===== src/rtl/fft_bitrev_in_buf_if.sv =====
// Stream bundle for the FFT input reorder buffer.
// The natural-order sample input and the bit-reversed output to the FFT core share one bundle.
interface fft_bitrev_in_buf_if #(
    parameter int DW = 16,
    parameter int AW = 3
);
    logic                 in_valid;
    logic                 in_ready;
    logic signed [DW-1:0] in_re;
    logic signed [DW-1:0] in_im;

    logic                 out_valid;
    logic                 out_ready;
    logic signed [DW-1:0] out_re;
    logic signed [DW-1:0] out_im;
    logic [AW-1:0]        out_idx;
    logic                 out_last;

    modport master (
        output in_valid, in_re, in_im, out_ready,
        input  in_ready, out_valid, out_re, out_im, out_idx, out_last
    );

    modport slave (
        input  in_valid, in_re, in_im, out_ready,
        output in_ready, out_valid, out_re, out_im, out_idx, out_last
    );
endinterface


===== src/rtl/fft_bitrev_in_buf.sv =====
// Single-frame input buffer for the FFT core.
// It collects NO_POINT samples in natural order, then replays them in bit-reversed index order.
module fft_bitrev_in_buf #(
    parameter int NO_POINT    = 8,
    parameter int IN_INT_BIT  = 8,
    parameter int IN_FRAC_BIT = 8
) (
    input  logic                  clk,
    input  logic                  rst,
    input  logic                  flush,
    fft_bitrev_in_buf_if.slave    bus,
    output logic                  frame_done
);
    localparam int DW = IN_INT_BIT + IN_FRAC_BIT;
    localparam int AW = $clog2(NO_POINT);
    localparam logic [AW-1:0] LAST_IDX = AW'(NO_POINT - 1);

    typedef enum logic [1:0] {
        IDLE  = 2'd0,
        FILL  = 2'd1,
        DRAIN = 2'd2
    } state_t;

    state_t               state;
    logic [AW-1:0]        wr_cnt;
    logic [AW-1:0]        rd_cnt;
    logic [2*DW-1:0]      mem [NO_POINT];
    logic signed [DW-1:0] out_re_q;
    logic signed [DW-1:0] out_im_q;
    logic                 wr_fire;
    logic                 rd_fire;
    logic                 rd_last;

    function automatic logic [AW-1:0] bitrev(input logic [AW-1:0] i);
        logic [AW-1:0] r;
        for (int b = 0; b < AW; b++) begin
            r[b] = i[AW-1-b];
        end
        return r;
    endfunction

    assign wr_fire = bus.in_valid && (state == FILL);
    assign rd_fire = bus.out_ready && (state == DRAIN);
    assign rd_last = (rd_cnt == LAST_IDX);

    assign bus.in_ready  = (state == FILL);
    assign bus.out_valid = (state == DRAIN);
    assign bus.out_re    = out_re_q;
    assign bus.out_im    = out_im_q;
    assign bus.out_idx   = rd_cnt;
    assign bus.out_last  = (state == DRAIN) && rd_last;

    // Sample storage; contents are meaningless after reset, so no reset here.
    always_ff @(posedge clk) begin
        if (wr_fire && !flush) begin
            mem[wr_cnt] <= {bus.in_re, bus.in_im};
        end
    end

    // The output word is registered and prefetched, so it is stable while the core stalls.
    always_ff @(posedge clk or posedge rst) begin
        if (rst) begin
            state      <= IDLE;
            wr_cnt     <= '0;
            rd_cnt     <= '0;
            out_re_q   <= '0;
            out_im_q   <= '0;
            frame_done <= 1'b0;
        end else begin
            frame_done <= 1'b0;
            if (flush) begin
                state  <= FILL;
                wr_cnt <= '0;
                rd_cnt <= '0;
            end else begin
                case (state)
                    IDLE: state <= FILL;
                    FILL: begin
                        if (wr_fire) begin
                            if (wr_cnt == LAST_IDX) begin
                                state  <= DRAIN;
                                wr_cnt <= '0;
                                rd_cnt <= '0;
                                // Slot 0 maps to itself and was written at the start of this frame.
                                {out_re_q, out_im_q} <= mem[bitrev('0)];
                            end else begin
                                wr_cnt <= wr_cnt + 1'b1;
                            end
                        end
                    end
                    DRAIN: begin
                        if (rd_fire) begin
                            if (rd_last) begin
                                state      <= FILL;
                                rd_cnt     <= '0;
                                frame_done <= 1'b1;
                            end else begin
                                rd_cnt <= rd_cnt + 1'b1;
                                {out_re_q, out_im_q} <= mem[bitrev(rd_cnt + 1'b1)];
                            end
                        end
                    end
                    default: state <= IDLE;
                endcase
            end
        end
    end
endmodule


===== src/flat_wrapper.sv =====
// flat-port wrapper written by rule: the top's interface ports become plain ports
module fft_bitrev_in_buf_flat 
#(
    parameter int NO_POINT    = 8,
    parameter int IN_INT_BIT  = 8,
    parameter int IN_FRAC_BIT = 8
)
  (clk, rst, flush, frame_done, bus_in_valid, bus_in_re, bus_in_im, bus_out_ready, bus_in_ready, bus_out_valid, bus_out_re, bus_out_im, bus_out_idx, bus_out_last);
  fft_bitrev_in_buf_if #(.DW(((8) + (8))), .AW((3))) bus_i ();
  input  logic clk;
  input  logic rst;
  input  logic flush;
  output logic frame_done;
  input wire logic [$bits(bus_i.in_valid)-1:0] bus_in_valid;
  input wire logic [$bits(bus_i.in_re)-1:0] bus_in_re;
  input wire logic [$bits(bus_i.in_im)-1:0] bus_in_im;
  input wire logic [$bits(bus_i.out_ready)-1:0] bus_out_ready;
  output wire logic [$bits(bus_i.in_ready)-1:0] bus_in_ready;
  output wire logic [$bits(bus_i.out_valid)-1:0] bus_out_valid;
  output wire logic [$bits(bus_i.out_re)-1:0] bus_out_re;
  output wire logic [$bits(bus_i.out_im)-1:0] bus_out_im;
  output wire logic [$bits(bus_i.out_idx)-1:0] bus_out_idx;
  output wire logic [$bits(bus_i.out_last)-1:0] bus_out_last;
  assign bus_i.in_valid = bus_in_valid;
  assign bus_i.in_re = bus_in_re;
  assign bus_i.in_im = bus_in_im;
  assign bus_i.out_ready = bus_out_ready;
  assign bus_in_ready = bus_i.in_ready;
  assign bus_out_valid = bus_i.out_valid;
  assign bus_out_re = bus_i.out_re;
  assign bus_out_im = bus_i.out_im;
  assign bus_out_idx = bus_i.out_idx;
  assign bus_out_last = bus_i.out_last;
  fft_bitrev_in_buf #(.NO_POINT(NO_POINT), .IN_INT_BIT(IN_INT_BIT), .IN_FRAC_BIT(IN_FRAC_BIT)) u_core (.clk(clk), .rst(rst), .flush(flush), .bus(bus_i), .frame_done(frame_done));
endmodule

===== config.mk =====
export PLATFORM = sky130hd
export DESIGN_NAME = fft_bitrev_in_buf_flat
export DESIGN_NICKNAME = d
export VERILOG_FILES = /design/src/rtl/fft_bitrev_in_buf_if.sv /design/src/rtl/fft_bitrev_in_buf.sv /design/src/flat_wrapper.sv
export SDC_FILE = /design/constraint.sdc
export NUM_CORES = 1
export LEC_CHECK = 0
export BUFFER_PORTS_ARGS = -buffer_cell sky130_fd_sc_hd__buf_2
export CAP_MARGIN = 15
export CORE_UTILIZATION = 31
export CTS_CLUSTER_SIZE = 20
export DETAILED_ROUTE_END_ITERATION = 7
export GPL_TIMING_DRIVEN = 0
export SYNTH_ARGS = -nofsm -noshare
export SYNTH_HDL_FRONTEND = slang
export SYNTH_SLANG_ARGS = --single-unit

===== constraint.sdc =====
create_clock -name clk -period 4.39 [get_ports clk]
set_input_delay 0.439 -clock clk [delete_from_list [all_inputs] [get_ports clk]]
set_output_delay 0.439 -clock clk [all_outputs]
set_load 0.02 [all_outputs]

==> results.txt, run 1 <==
* Setup slack, reg-to-reg: 1.77 ns
- Clock Root Buffer: sky130_fd_sc_hd__clkbuf_16
- Maximum clock rate: 0.365 GHz
- At the later pin of the worst-skew pair, clock insertion delay measures roughly 0.55 ns.
* Slowest cell on crit path: sky130_fd_sc_hd__dfrtp_1
- Number of synthesized flops with an enable pin: 256
- Worst VDD drop: around 320 uV
- In the final layout, the multi-input gates occupy slightly below 3000 sq um.
- In the post-synthesis netlist, the biggest area contributors are sky130_fd_sc_hd__edfxtp_1 (65%), sky130_fd_sc_hd__mux4_2 (12%), sky130_fd_sc_hd__dfrtp_1 (8.7%).
- Chip width: around 200 microns
- Post-synth top cells: sky130_fd_sc_hd__edfxtp_1 (256), sky130_fd_sc_hd__mux4_2 (64), sky130_fd_sc_hd__nor2_1 (42), sky130_fd_sc_hd__dfrtp_1 (41), sky130_fd_sc_hd__a21oi_1 (36)
* Max clock buf depth: 3
- H-tree depth reported by CTS: 1
- Number of iterations in the first detailed-routing pass: 5
* Post-detailed-placement cell area: 13000 sq um
- Sequential Area: just under 9000 sq um
- Total of flip-flops plus latches after synthesis: ~300
* Final critical delay including setup and external delays: 2.74 ns
- Depth of the most critical reg-to-reg path: 7
* Buffers inserted during post-CTS setup optimization: 0
- After routing the design area is around 14000 sq um.
* Synth Net Count: between 600 and 700
- Power spread over the standard cell area amounts to 478 nW/um^2.
- Counting every sink on the clock net gives just under 300.
- The worst pin sits at a relative slew slack of 0.402.
- The final route contains around 5700 vias.
* Data required time at the worst endpoint: about 4.0 ns
* IO Pins: between 70 and 80
- Number of global-route vias before repair: around 5900
* Net count of the finished layout: ~740
- The tool flagged a number of max-cap violations equal to 0.
* Share of cells above drive strength 1: 0.367
* Total Routed Length: about 25 mm
- The die covers between 30000 and 40000 sq um.
* Number of warnings reported in the yosys synthesis log: 0
* Final critical-path share of the clock period: 0.624
- Reg2Reg Capture Point: u_core.bus.out_im[4]
- Syn Area/Cell: 20.5 sq um
* Endpoints failing setup: 0
- Hold EP: u_core.mem[5][7]
- The analysis attributes to cell leakage a power of ~0.0048 uW.
* Worst setup path category: reg -> out
- For this configuration, the core starts out at a cell density of 0.318.
- Setup repair after global routing missed its margin: false
* ANT nets after route: 0
- Post-CTS resize count: 0
- After clock tree synthesis, the clock-pin slew on the worst setup and hold paths is about 0.06 ns.
- In the synthesized netlist the dominant register cell turns out to be sky130_fd_sc_hd__edfxtp_1.
- Area Overhead vs Synth: 19.7%
- The kind of cell with the highest combined delay along the critical path is buffers and inverters.
* Measured slew at the worst slew-check pin: 0.893 ns
- Iter 0 DRT Violations: approximately 380
- Dividing the detail-routed via count by the number of cells gives approximately 4.7.
* Post-detail-place hpwl: approximately 17 mm
- Antenna violations before repair: 3
* Crit Reg-Reg Startpoint: u_core.bus.out_idx[0]
* Floorplan core area: around 37000 sq um
* Proportion of register bits with asynchronous set or reset after synthesis: 0.138
- In this design, the stage delay of the slowest critical-path cell is 0.40 ns.
* Top-area cell type share of the netlist area: 0.653
- Traced cell by cell, the critical path runs through nand2b_1, inv_2, buf_2, buf_2, and2_1, buf_2.
* Wire length of the first global-routing pass: around 38 mm
- Filler instances: 3434
- The cell count after synthesis came out at 573.
* TritonCTS clock tree: done
- Pin count of the biggest net entering global routing: 32
- The finished layout holds between 1000 and 1500 standard cells, fillers aside.
* Critical Path AT: roughly 2.3 ns
- The final number of max-transition violations came to 0.
- The flow ran to the end, and the final reports show no timing, DRC or antenna violations.
- The most common cell in the synthesized netlist is sky130_fd_sc_hd__edfxtp_1.
- DR DRC count: 0
- Number of buffers and inverters on the critical path: 4
- Dividing the detail-routed wire length by the instance count gives 20.7 microns.
- Total routing resource utilization after global routing: 0.132
- Cell type with the highest aggregate area in the netlist: sky130_fd_sc_hd__edfxtp_1
- Total grt overflow: 0
- Cell occurring most often along the worst timing path: sky130_fd_sc_hd__buf_2
- Count of placed standard cells including taps: 1165
- Global placer's final weighted congestion: 0.710
- The floorplan has 70 rows.
- In this run the vertical extent of the chip is about 200 microns.
* Hold path depth: 1
- The synthesized netlist occupies a cell area of around 12000 sq um.
- Clock tree synthesis inserted a total of 30 buffers.
- The worst hold path begins at bus_in_im[7].
- Final-report hold violation count: 0
* Port buffer count: 74
- Yosys mapped the design onto 29 distinct sky130hd cell types.
* Sort of element at the end of the critical path: output pin
- Of the synthesized area, sequential elements account for 0.740.
- Sort of element at the start of the critical path: flip-flop
- On the final layout, the worst clock skew is 0.0117 ns.
- Tightest Hold Check Type: in -> reg
- Maximum net fanout on the critical path: 10
## where the power goes
| part | switching [uW] | internal [uW] |
|---|---|---|
| Clock | 1040 | 1590 |
| Sequential | 89.1 | 3260 |
| Combinational | 410 | 348 |
## sequential cells by signal, indices dropped and copies added (netlist names)
register / flops
u_core.bus.out_re: 16
u_core.wr_cnt: 3
u_core.bus.out_idx: 3
u_core.bus.out_im: 16
u_core.mem: 256
u_core.state: 2
u_core.frame_done: 1
## metrics by stage
| step | util | TNS [ns] | total power, uW | hold slack, ns | setup slack [ns] |
|---|---|---|---|---|---|
| final | 0.381 | 0 | 6730 | 0.163 | 1.65 |
| after global routing | 0.381 | 0 | 6960 | 0.164 | 1.51 |
| after CTS | 0.381 | 0 | 6810 | 0.143 | 1.59 |
| after detailed placement | 0.353 | 0 | 4190 | 0.434 | 1.72 |
| after global placement | 0.345 | -109.66 | 4160 | 0.481 | -1.77 |
| after floorplan | - | 0 | 3890 | 0.458 | 0.684 |
## kinds of logic after synthesis
kind of cell | count (synthesis) | share of synthesized area
flip-flops | 297 | 0.740
AND/OR/NAND/NOR | 65 | 0.0241
multiplexers | 130 | 0.192
AO/OA/AOI/OAI | 42 | 0.0189
adder cells (fa/ha/maj) | 5 | 0.00532
buffers and inverters | 34 | 0.0194
## layout by cell type, fill, tap and decap left out, types with 2 or more instances in the layout
cell type,instances
sky130_fd_sc_hd__nand2_1,6
sky130_fd_sc_hd__mux2_4,30
sky130_fd_sc_hd__mux4_2,64
sky130_fd_sc_hd__clkinv_1,4
sky130_fd_sc_hd__edfxtp_1,256
sky130_fd_sc_hd__buf_2,88
sky130_fd_sc_hd__nand3_1,2
sky130_fd_sc_hd__clkbuf_1,15
sky130_fd_sc_hd__a21oi_1,36
sky130_fd_sc_hd__nand2b_1,3
sky130_fd_sc_hd__bufinv_16,4
sky130_fd_sc_hd__buf_6,17
sky130_fd_sc_hd__a31oi_1,2
sky130_fd_sc_hd__dfrtp_1,41
sky130_fd_sc_hd__mux2i_1,32
sky130_fd_sc_hd__inv_2,2
sky130_fd_sc_hd__ha_1,5
sky130_fd_sc_hd__buf_12,7
sky130_fd_sc_hd__clkbuf_16,31
sky130_fd_sc_hd__diode_2,3
sky130_fd_sc_hd__nor3_1,2
sky130_fd_sc_hd__nor2_4,6
sky130_fd_sc_hd__clkbuf_8,4
sky130_fd_sc_hd__a21o_1,3
sky130_fd_sc_hd__mux2_2,4
sky130_fd_sc_hd__nor2_1,36
sky130_fd_sc_hd__nor3_2,2
## worst max path at each step
stage                     startpoint              endpoint  slack, ns  cells after the start
2_1_floorplan                  flush      u_core.mem[0][0]       0.68                      3
3_3_place_gp            bus_in_valid      u_core.mem[0][9]      -1.77                      4
3_5_place_dp   u_core.bus.out_idx[0]  u_core.bus.out_im[7]       1.72                      7
4_1_cts              u_core.state[0]          bus_out_last       1.59                      6
5_1_grt              u_core.state[0]          bus_out_last       1.51                      6
6_report             u_core.state[0]          bus_out_last       1.65                      6
## worst register-to-register path, stage by stage (launching register included)
cell and delay, ns:
sky130_fd_sc_hd__dfrtp_1 0.43, sky130_fd_sc_hd__ha_1 0.24, sky130_fd_sc_hd__ha_1 0.31, sky130_fd_sc_hd__buf_2 0.38
sky130_fd_sc_hd__mux4_2 0.57, sky130_fd_sc_hd__mux2i_1 0.17, sky130_fd_sc_hd__a21oi_1 0.11, sky130_fd_sc_hd__mux2_4 0.28
## layer usage
layer  GRT usage  routed length (microns)  vias to the layer above
li1            -                        -                     2560
met1       0.179                    11200                     2995
met2       0.225                    12700                      119
met3      0.0204                      928                       40
met4      0.0293                      468                        4
met5           0                       23                        -
## timing repair
action | in CTS | in global routing
hold buffers | 1 | 0
endpoints found under the hold margin | 10 | 0
endpoints found under the setup margin | 0 | 0
## cell type report
class / count / area share
Clock buffer: 44 / 0.0614
Antenna cell: 3 / 0.000533
Sequential cell: 297 / 0.619
Tap cell: 504 / 0.0448
Buffer: 31 / 0.0154
Clock inverter: 11 / 0.0111
Timing Repair Buffer: 89 / 0.0428
Multi-Input combinational cell: 242 / 0.205
Inverter: 3 / 0.000800
(Power assumes the default switching activity.)
==> run 2: changes to the inputs <==
==> constraint.sdc (replaced) <==
create_clock -name clk -period 2.7 [get_ports clk]
set_input_delay 0.27 -clock clk [delete_from_list [all_inputs] [get_ports clk]]
set_output_delay 0.27 -clock clk [all_outputs]
set_load 0.02 [all_outputs]
==> results.txt, run 2 (synthesized netlist as in run 1, its figures left out) <==
- The number of global-route vias before repair is 6167 (+4.0%).
- Net count of the finished layout: 752 (+2.2%)
- Slowest cell on crit path: sky130_fd_sc_hd__dfrtp_1
- Final-report hold violation count: 0 (unchanged)
* Effective utilization at floorplan: 0.318 (unchanged)
- Antenna violations before repair: 0 (-3)
- The top cell types in the final layout, fill and taps aside, are sky130_fd_sc_hd__edfxtp_1 (256), sky130_fd_sc_hd__buf_2 (87), sky130_fd_sc_hd__mux4_2 (64).
* Worst VDD drop: 421 uV (+32%)
- The number of DRC violations after detailed routing came to 0 (unchanged).
- The flip-flop count of the largest register, all copies and words added was 256 (unchanged).
- The routability-driven placement congestion ratio is 0.712 (+0.25%).
- The pin count of the biggest net entering global routing is 31 (-3.1%).
- Clock Root Buffer: sky130_fd_sc_hd__clkbuf_16
- The global-route total usage across every layer was 0.138 (+0.00515).
- Sort of element at the start of the critical path: flip-flop
- PwrDens: 748 nW/um^2 (+56%)
- The H-tree level count came to 1 (unchanged).
- The row count was 70 (unchanged).
* Tightest Hold Check Type: in -> reg
- Fin. max-slew vios: 0 (unchanged)
- The number of maximum-capacitance violations came to 0 (unchanged).
* Area Overhead vs Synth: 21.1%
- The number of setup violations in the final report is 0 (unchanged).
- Number of iterations in the first detailed-routing pass: 4 (-1)
* Floorplan core area: 37000 sq um (unchanged)
* Final clock skew: 0.0177 ns (+0.00597 ns)
- Buffers inserted during post-CTS setup optimization: 0 (unchanged)
- STA classifies the critical path endpoint as an output pin.
* Wire length of the first global-routing pass: 39.2 mm (+3.8%)
* Iter 0 DRT Violations: 477 (+27%)
- The floorplan die height was 197 microns (unchanged).
* Total Routed Length: 26.2 mm (+3.3%)
- More flip-flops sit in one register than any other, and that register is u_core.mem.
- Maximum net fanout on the critical path: 10 (unchanged)
- The die span in x came to 197 microns (unchanged).
- The clock latency at the later pin of the worst-skew pair was 0.55 ns (about the same).
* Post-detail-place hpwl: 16.6 mm (about the same)
- The required time at the endpoint of the critical path is 2.43 ns (-1.52 ns).
- TritonCTS built the clock tree.
- For this run, the top clock speed supported by timing is around 0.39 GHz.
- P_leak: 0.00485 uW (+0.78%)
* Critical Path, Cell by Cell: nand2b_1, inv_2, buf_2, buf_2, and2_1, buf_2
- Setup repair after global routing missed its margin: false
- Area enclosed by the die boundary: 38700 sq um (unchanged)
* Number of buffers added by the clock tree synthesis step: 29 (-3.3%)
* Relative slew slack: 0.419 (+0.0175)
- Avg WL per Cell: 21.2 microns (+2.3%)
- The number of vias per cell was 4.72 (+1.1%).
* IO Pins: 76 (unchanged)
- Number of vias in the routed layout: 5837 (+2.1%)
- The remaining antenna violation count came to 0 (unchanged).
- Delay of the slowest cell on the worst path: 0.40 ns (about the same)
- Clock Pin Slew Worst Setup and Hold Paths: 0.06 ns (about the same)
- Critical Path AT: 2.32 ns (+0.02 ns)
- The sum of negative setup slack was 0 ns (unchanged).
- The buffering stage count on the worst path with inverters included came to 4 (unchanged).
* Leading cell type in the layout, fill and taps excluded: sky130_fd_sc_hd__edfxtp_1
- Max clock buf depth: 3 (unchanged)
- Final core utilization: 0.386 (+0.00454)
* Worst setup path category: reg -> out
- The total overflow reported by the global router is 0 (unchanged).
- Largest delay share family, worst path: buffers and inverters
* Final critical delay including setup and external delays: 2.59 ns
- The number of sinks driven by the clock tree is 297 (unchanged).
* Antenna diode count: 0 (-3)
* Status: finished clean
- Measured slew at the worst slew-check pin: 0.868 ns (-0.0241 ns)
- Share of cells above drive strength 1: 0.352 (-0.0143)
* Cell occurring most often along the worst timing path: sky130_fd_sc_hd__buf_2
- The number of I/O port buffers is 74 (unchanged).
- Of the available clock period, the critical path in the final layout requires 0.959.
==> run 2: report_power, final <==
group	leakage (uW)	switching [uW]	internal [uW]
clock network	0.000448	1640	2300
registers	0.00282	155	5300
logic	0.00158	672	590
total	0.00485	2470	8190
==> run 2: repair_timing <==
item,CTS,global route
hold buffers,21,0
endpoints found under the hold margin,152,0
endpoints found under the setup margin,0,17
resized for setup,0,12
==> run 2: final timing paths <==
path	start	end	slack, ns	cells past startpoint
min in group asynchronous	rst	u_core.bus.out_im[13]	0.24	3
hold reg to reg	u_core.state[0]	u_core.state[0]	0.49	1
setup reg to reg	u_core.bus.out_idx[0]	u_core.bus.out_re[5]	0.11	8
max in group asynchronous	rst	u_core.bus.out_re[13]	1.95	4
hold / removal	bus_in_im[13]	u_core.mem[0][13]	0.007	1
setup / recovery	u_core.state[0]	bus_out_last	0.11	6
==> run 2: routing by layer <==
metal  global-route usage  vias to the layer above  wire, microns
li1                     -                     2595              -
met1                0.194                     3056          11900
met3               0.0226                       36           1220
met5                    0                        -              0
met2                0.225                      150          12700
met4               0.0273                        0            417
==> run 2: final cells by class <==
type	count	area, sq um
Fill cell	3399	22700
Clock buffer	44	832
Inverter	3	11.3
Multi-Input combinational cell	242	2900
Buffer	31	256
Sequential cell	297	8710
Timing Repair Buffer	106	818
Tap cell	504	631
Clock inverter	9	92.6
==> run 2: metrics by stage <==
| step | power (uW) | instances | hold slack [ns] | cell area (sq um) | setup WS (ns) |
|---|---|---|---|---|---|
| 2_1_floorplan | 6320 | 573 | 0.369 | 11800 | -0.100 |
| 3_3_place_gp | 6760 | 1151 | 0.479 | 12800 | -1.73 |
| 3_5_place_dp | 6810 | 1162 | 0.260 | 13100 | 0.0480 |
| 4_1_cts | 10800 | 1236 | 0.000401 | 14200 | 0.0350 |
| 5_1_grt | 11100 | 1236 | 0.00819 | 14300 | 0.00384 |
| 6_report | 10700 | 1236 | 0.00731 | 14300 | 0.111 |
==> run 2: worst register-to-register path: cells and delay by family (launching register included) <==
kind / cells / cell delay (ns)
AOI/OAI and AO/OA: 1 / 0.16
adders and majority gates: 2 / 0.58
DFF: 1 / 0.43
muxes: 3 / 0.94
buffers and inverters: 2 / 0.37
==> run 3: changes to the inputs <==
--- a/config.mk
+++ b/config.mk
@@ -5,6 +5,7 @@
 export SDC_FILE = /design/constraint.sdc
 export NUM_CORES = 1
 export LEC_CHECK = 0
+export ABC_AREA = 1
 export BUFFER_PORTS_ARGS = -buffer_cell sky130_fd_sc_hd__buf_2
 export CAP_MARGIN = 15
 export CORE_UTILIZATION = 31
==> results.txt, run 3 <==
* Hold path startpoint: bus_in_im[14]
- The global-route total usage across every layer came to 0.162 (+0.0248).
* Share of cells above drive strength 1: 0.139 (-0.214)
- Number of iterations in the first detailed-routing pass: 5 (+1)
- The portion of total power attributed to the clock network came to 0.353 (-0.017).
- Top post-synthesis cells by area: sky130_fd_sc_hd__edfxtp_1 (60%), sky130_fd_sc_hd__nand2_1 (8.1%), sky130_fd_sc_hd__dfrtp_1 (8.0%)
- Sequential area share after synthesis: 0.676 (-0.0649)
* Top-area cell type share of the netlist area: 0.596 (-0.0572)
- Slowest cell on crit path: sky130_fd_sc_hd__clkbuf_1
- The die span in x was 206 microns (+4.6%).
- Net switching power figure: 3820 uW (+55%)
- Synth Net Count: 1308 (+110%)
- The area of the multi-input gates came to 3000 sq um (+3.5%).
* TritonCTS clock tree: done
- The static leakage came to 0.00643 uW (+32%).
- Leading cell types in the layout, fill and taps excluded: sky130_fd_sc_hd__nand2_1 (279), sky130_fd_sc_hd__edfxtp_1 (256), sky130_fd_sc_hd__inv_1 (238)
- Effective utilization at floorplan: 0.315 (-0.00323)
- Combined area of all synthesized cells: 12900 sq um (+9.6%)
- Portion of total power attributed to sequential cells: 0.443 (-0.069)
- The net total in the final layout is 1429 (+90%).
- The total chip power was 12700 uW (+19%).
* Area Overhead vs Synth: 18.6%
- The total I/O pin count is 76 (unchanged).
- The full die area came to 42400 sq um (+9.5%).
* Count of distinct cell types in the synthesized netlist: 23 (-21%)
- The largest driver fanout on the critical path was 10 (unchanged).
* Cell type with the highest aggregate area in the netlist: sky130_fd_sc_hd__edfxtp_1
- The timing-limited maximum frequency is 0.402 GHz (+4.1%).
- The total wire length is 33.9 mm (+29%).
* Filler instances: 3998 (+18%)
- The H-tree level count is 2 (+1).
- The critical path is of the reg -> reg type.
* Fin. max-slew vios: 0 (unchanged)
- Final critical delay including setup and external delays: 2.49 ns (-0.102 ns)
* Syn Area/Cell: 10.2 sq um (-50%)
* Minimum hold slack: 0.0288 ns (+0.0215 ns)
- Finished Layout Cells: 1945 (+57%)
* Delay of the slowest cell on the worst path: 0.60 ns (+0.20 ns)
- Vertical extent of the die: 206 microns (+4.6%)
- The number of sinks driven by the clock tree came to 297 (unchanged).
- The final clock period utilization by the worst path came to 0.921 (-0.0377).
- The count of state elements after synthesis was 297 (unchanged).
- Crit Reg-Reg Startpoint: u_core.bus.out_idx[0]
- The number of gates resized after CTS came to 0 (unchanged).
- Endpoints failing setup: 0 (unchanged)
- The arrival time at the worst endpoint came to 2.87 ns (+0.55 ns).
* Final clock skew: 0.0107 ns (-0.00695 ns)
* Synthesized netlist cell count: 1266 (+120%)
* Worst slack after detailed placement: 0.251 ns (+0.203 ns)
* Sort of element at the start of the critical path: flip-flop
- Total grt overflow: 0 (unchanged)
- Measured slew at the worst slew-check pin: 0.765 ns (-0.103 ns)
- Crit path from: u_core.bus.out_idx[0]
- The clock transition at the register clock pins on the worst setup and hold paths after CTS was 0.06 ns (about the same).
- The number of failing hold endpoints at the final stage was 0 (unchanged).
- Critical Path, Cell by Cell: ha_1, ha_1, buf_4, inv_2, clkbuf_1, nand2_1, nand3_1, nand3_1, nand3_1, a21oi_1
- The total power per unit cell area was 828 nW/um^2 (+11%).
- The internal power contribution came to 8830 uW (+7.8%).
* Antenna violations before repair: 1 (+1)
- The pin count of the biggest net entering global routing came to 26 (-16%).
* Max-cap violations: 0 (unchanged)
- The buffering stage count on the worst path with inverters included is 3 (-1).
- Number of flip-flops in the largest register: 256 (unchanged)
* Via-to-Cell Ratio: 4.62 (-2.1%)
- Largest delay share family, worst path: buffers and inverters
* Number of vias in the routed layout: 8993 (+54%)
- The clock latency at the later pin of the worst-skew pair came to 0.51 ns (-0.04 ns).
* Port buffer count: 75 (+1.4%)
- Avg WL per Cell: 17.4 microns (-18%)
- Setup repair after global routing left no endpoint under its margin.
- Floorplan core area: 40900 sq um (+11%)
- The row count came to 74 (+5.7%).
- Proportion of register bits with asynchronous set or reset after synthesis: 0.138 (unchanged)
- Most frequently used cell type in the post-synthesis netlist: sky130_fd_sc_hd__nand2_1
- The worst setup slack for register-to-register paths came to 0.21 ns (+0.10 ns).
* Clock Root Buffer: sky130_fd_sc_hd__clkbuf_16
- The remaining antenna violation count was 0 (unchanged).
- The number of global-route vias before repair came to 8911 (+44%).
- Number of synthesized flops with an enable pin: 256 (unchanged)
- Count of placed standard cells including taps: 1882 (+62%)
- Among all flip-flop cells after synthesis, the most frequent one is sky130_fd_sc_hd__edfxtp_1.
- DR DRC count: 0 (unchanged)
- Final core utilization: 0.374 (-0.0119)
- Status: finished clean
- Post-synth top cells: sky130_fd_sc_hd__nand2_1 (279), sky130_fd_sc_hd__edfxtp_1 (256), sky130_fd_sc_hd__inv_1 (239), sky130_fd_sc_hd__nand3_1 (193), sky130_fd_sc_hd__nor2_1 (108)
- The DRC marker count from the first detailed-route iteration is 789 (+65%).
* Max clock buf depth: 3 (unchanged)
- Global placer's final weighted congestion: 0.791 (+11%)
- The global-route wire length before repair was 51.5 mm (+31%).
- Net switching fraction of the power: 0.302 (+0.0706)
- Relative slew slack: 0.489 (+0.0696)
* Tightest Hold Check Type: in -> reg
- Portion of total power attributed to combinational logic: 0.204 (+0.086)
- The post-detailed-placement half-perimeter wirelength was 22.1 mm (+34%).
- Number of buffers added by the clock tree synthesis step: 34 (+17%)
- Worst VDD drop: 370 uV (-12%)
* Cell occurring most often along the worst timing path: sky130_fd_sc_hd__nand3_1
- The footprint of the flip-flops and latches is 8710 sq um (unchanged).
- The library cell used most frequently in the layout, excluding fill and tap cells, is sky130_fd_sc_hd__nand2_1.
- Largest register by flop count: u_core.mem
* Sort of element at the end of the critical path: flip-flop
- The final worst-path setup slack was 0.213 ns (+0.102 ns).
- Number of warnings reported in the yosys synthesis log: 0 (unchanged)
* Data required time at the worst endpoint: 3.09 ns (+0.66 ns)
run 3: area by class of cell:
type | instances | share of cell area
antenna | 1 | 0.000164
tap | 532 | 0.0435
buffer | 61 | 0.0217
clock buffer | 46 | 0.0626
clock inverter | 15 | 0.00810
sequential | 297 | 0.570
inverter | 243 | 0.0598
multi-input combinational | 665 | 0.196
timing repair buffer | 85 | 0.0384
run 3: what timing repair did:
action / in CTS / in global routing
hold buffers: 1 / 0
buffers inserted: 0 / 0
endpoints found under the hold margin: 16 / 0
run 3: cells by family after synthesis:
group / Yosys count / share of synthesized area
AND/OR/NAND/NOR: 585 / 0.191
buffers and inverters: 304 / 0.0966
flip-flops: 297 / 0.676
AO/OA/AOI/OAI: 75 / 0.0323
adder cells (fa/ha/maj): 5 / 0.00485
run 3: final timing paths:
| kind | end | cells after the start |
|---|---|---|
| min in group asynchronous | u_core.frame_done | 3 |
| setup reg to reg | u_core.bus.out_re[8] | 10 |
| max in group asynchronous | u_core.bus.out_re[11] | 4 |
| hold / removal | u_core.mem[5][14] | 1 |
| setup / recovery | u_core.bus.out_re[8] | 10 |
| hold reg to reg | u_core.bus.out_re[2] | 2 |
run 3: power groups by stage:
stage	Combinational (uW)	Clock [uW]	Sequential, uW
after global placement	2510	0	5700
after floorplan	1330	0	5920
final	2580	4470	5600
after CTS	2610	4540	5600
after detailed placement	2590	0	5690
after global routing	2830	4700	5640
run 3: through the flow:
| stage | setup TNS (ns) | instance area (sq um) |
|---|---|---|
| after floorplan | -5.44 | 12900 |
| after global placement | -360.91 | 13900 |
| after detailed placement | 0 | 14200 |
| after CTS | 0 | 15300 |
| after global routing | 0 | 15300 |
| final | 0 | 15300 |
run 3: worst reg2reg max path: stages, from the launching register on:
cell and delay [ns]:
sky130_fd_sc_hd__dfrtp_1 0.40, sky130_fd_sc_hd__ha_1 0.23, sky130_fd_sc_hd__ha_1 0.28, sky130_fd_sc_hd__buf_4 0.18, sky130_fd_sc_hd__inv_2 0.14, sky130_fd_sc_hd__clkbuf_1 0.60, sky130_fd_sc_hd__nand2_1 0.11, sky130_fd_sc_hd__nand3_1 0.11
sky130_fd_sc_hd__nand3_1 0.12, sky130_fd_sc_hd__nand3_1 0.14, sky130_fd_sc_hd__a21oi_1 0.08
run 3: metal layers:
layer | global-route usage | wire [microns]
met5 | 0 | 0
met4 | 0.0512 | 745
met3 | 0.0309 | 2180
met2 | 0.272 | 16200
met1 | 0.211 | 14800
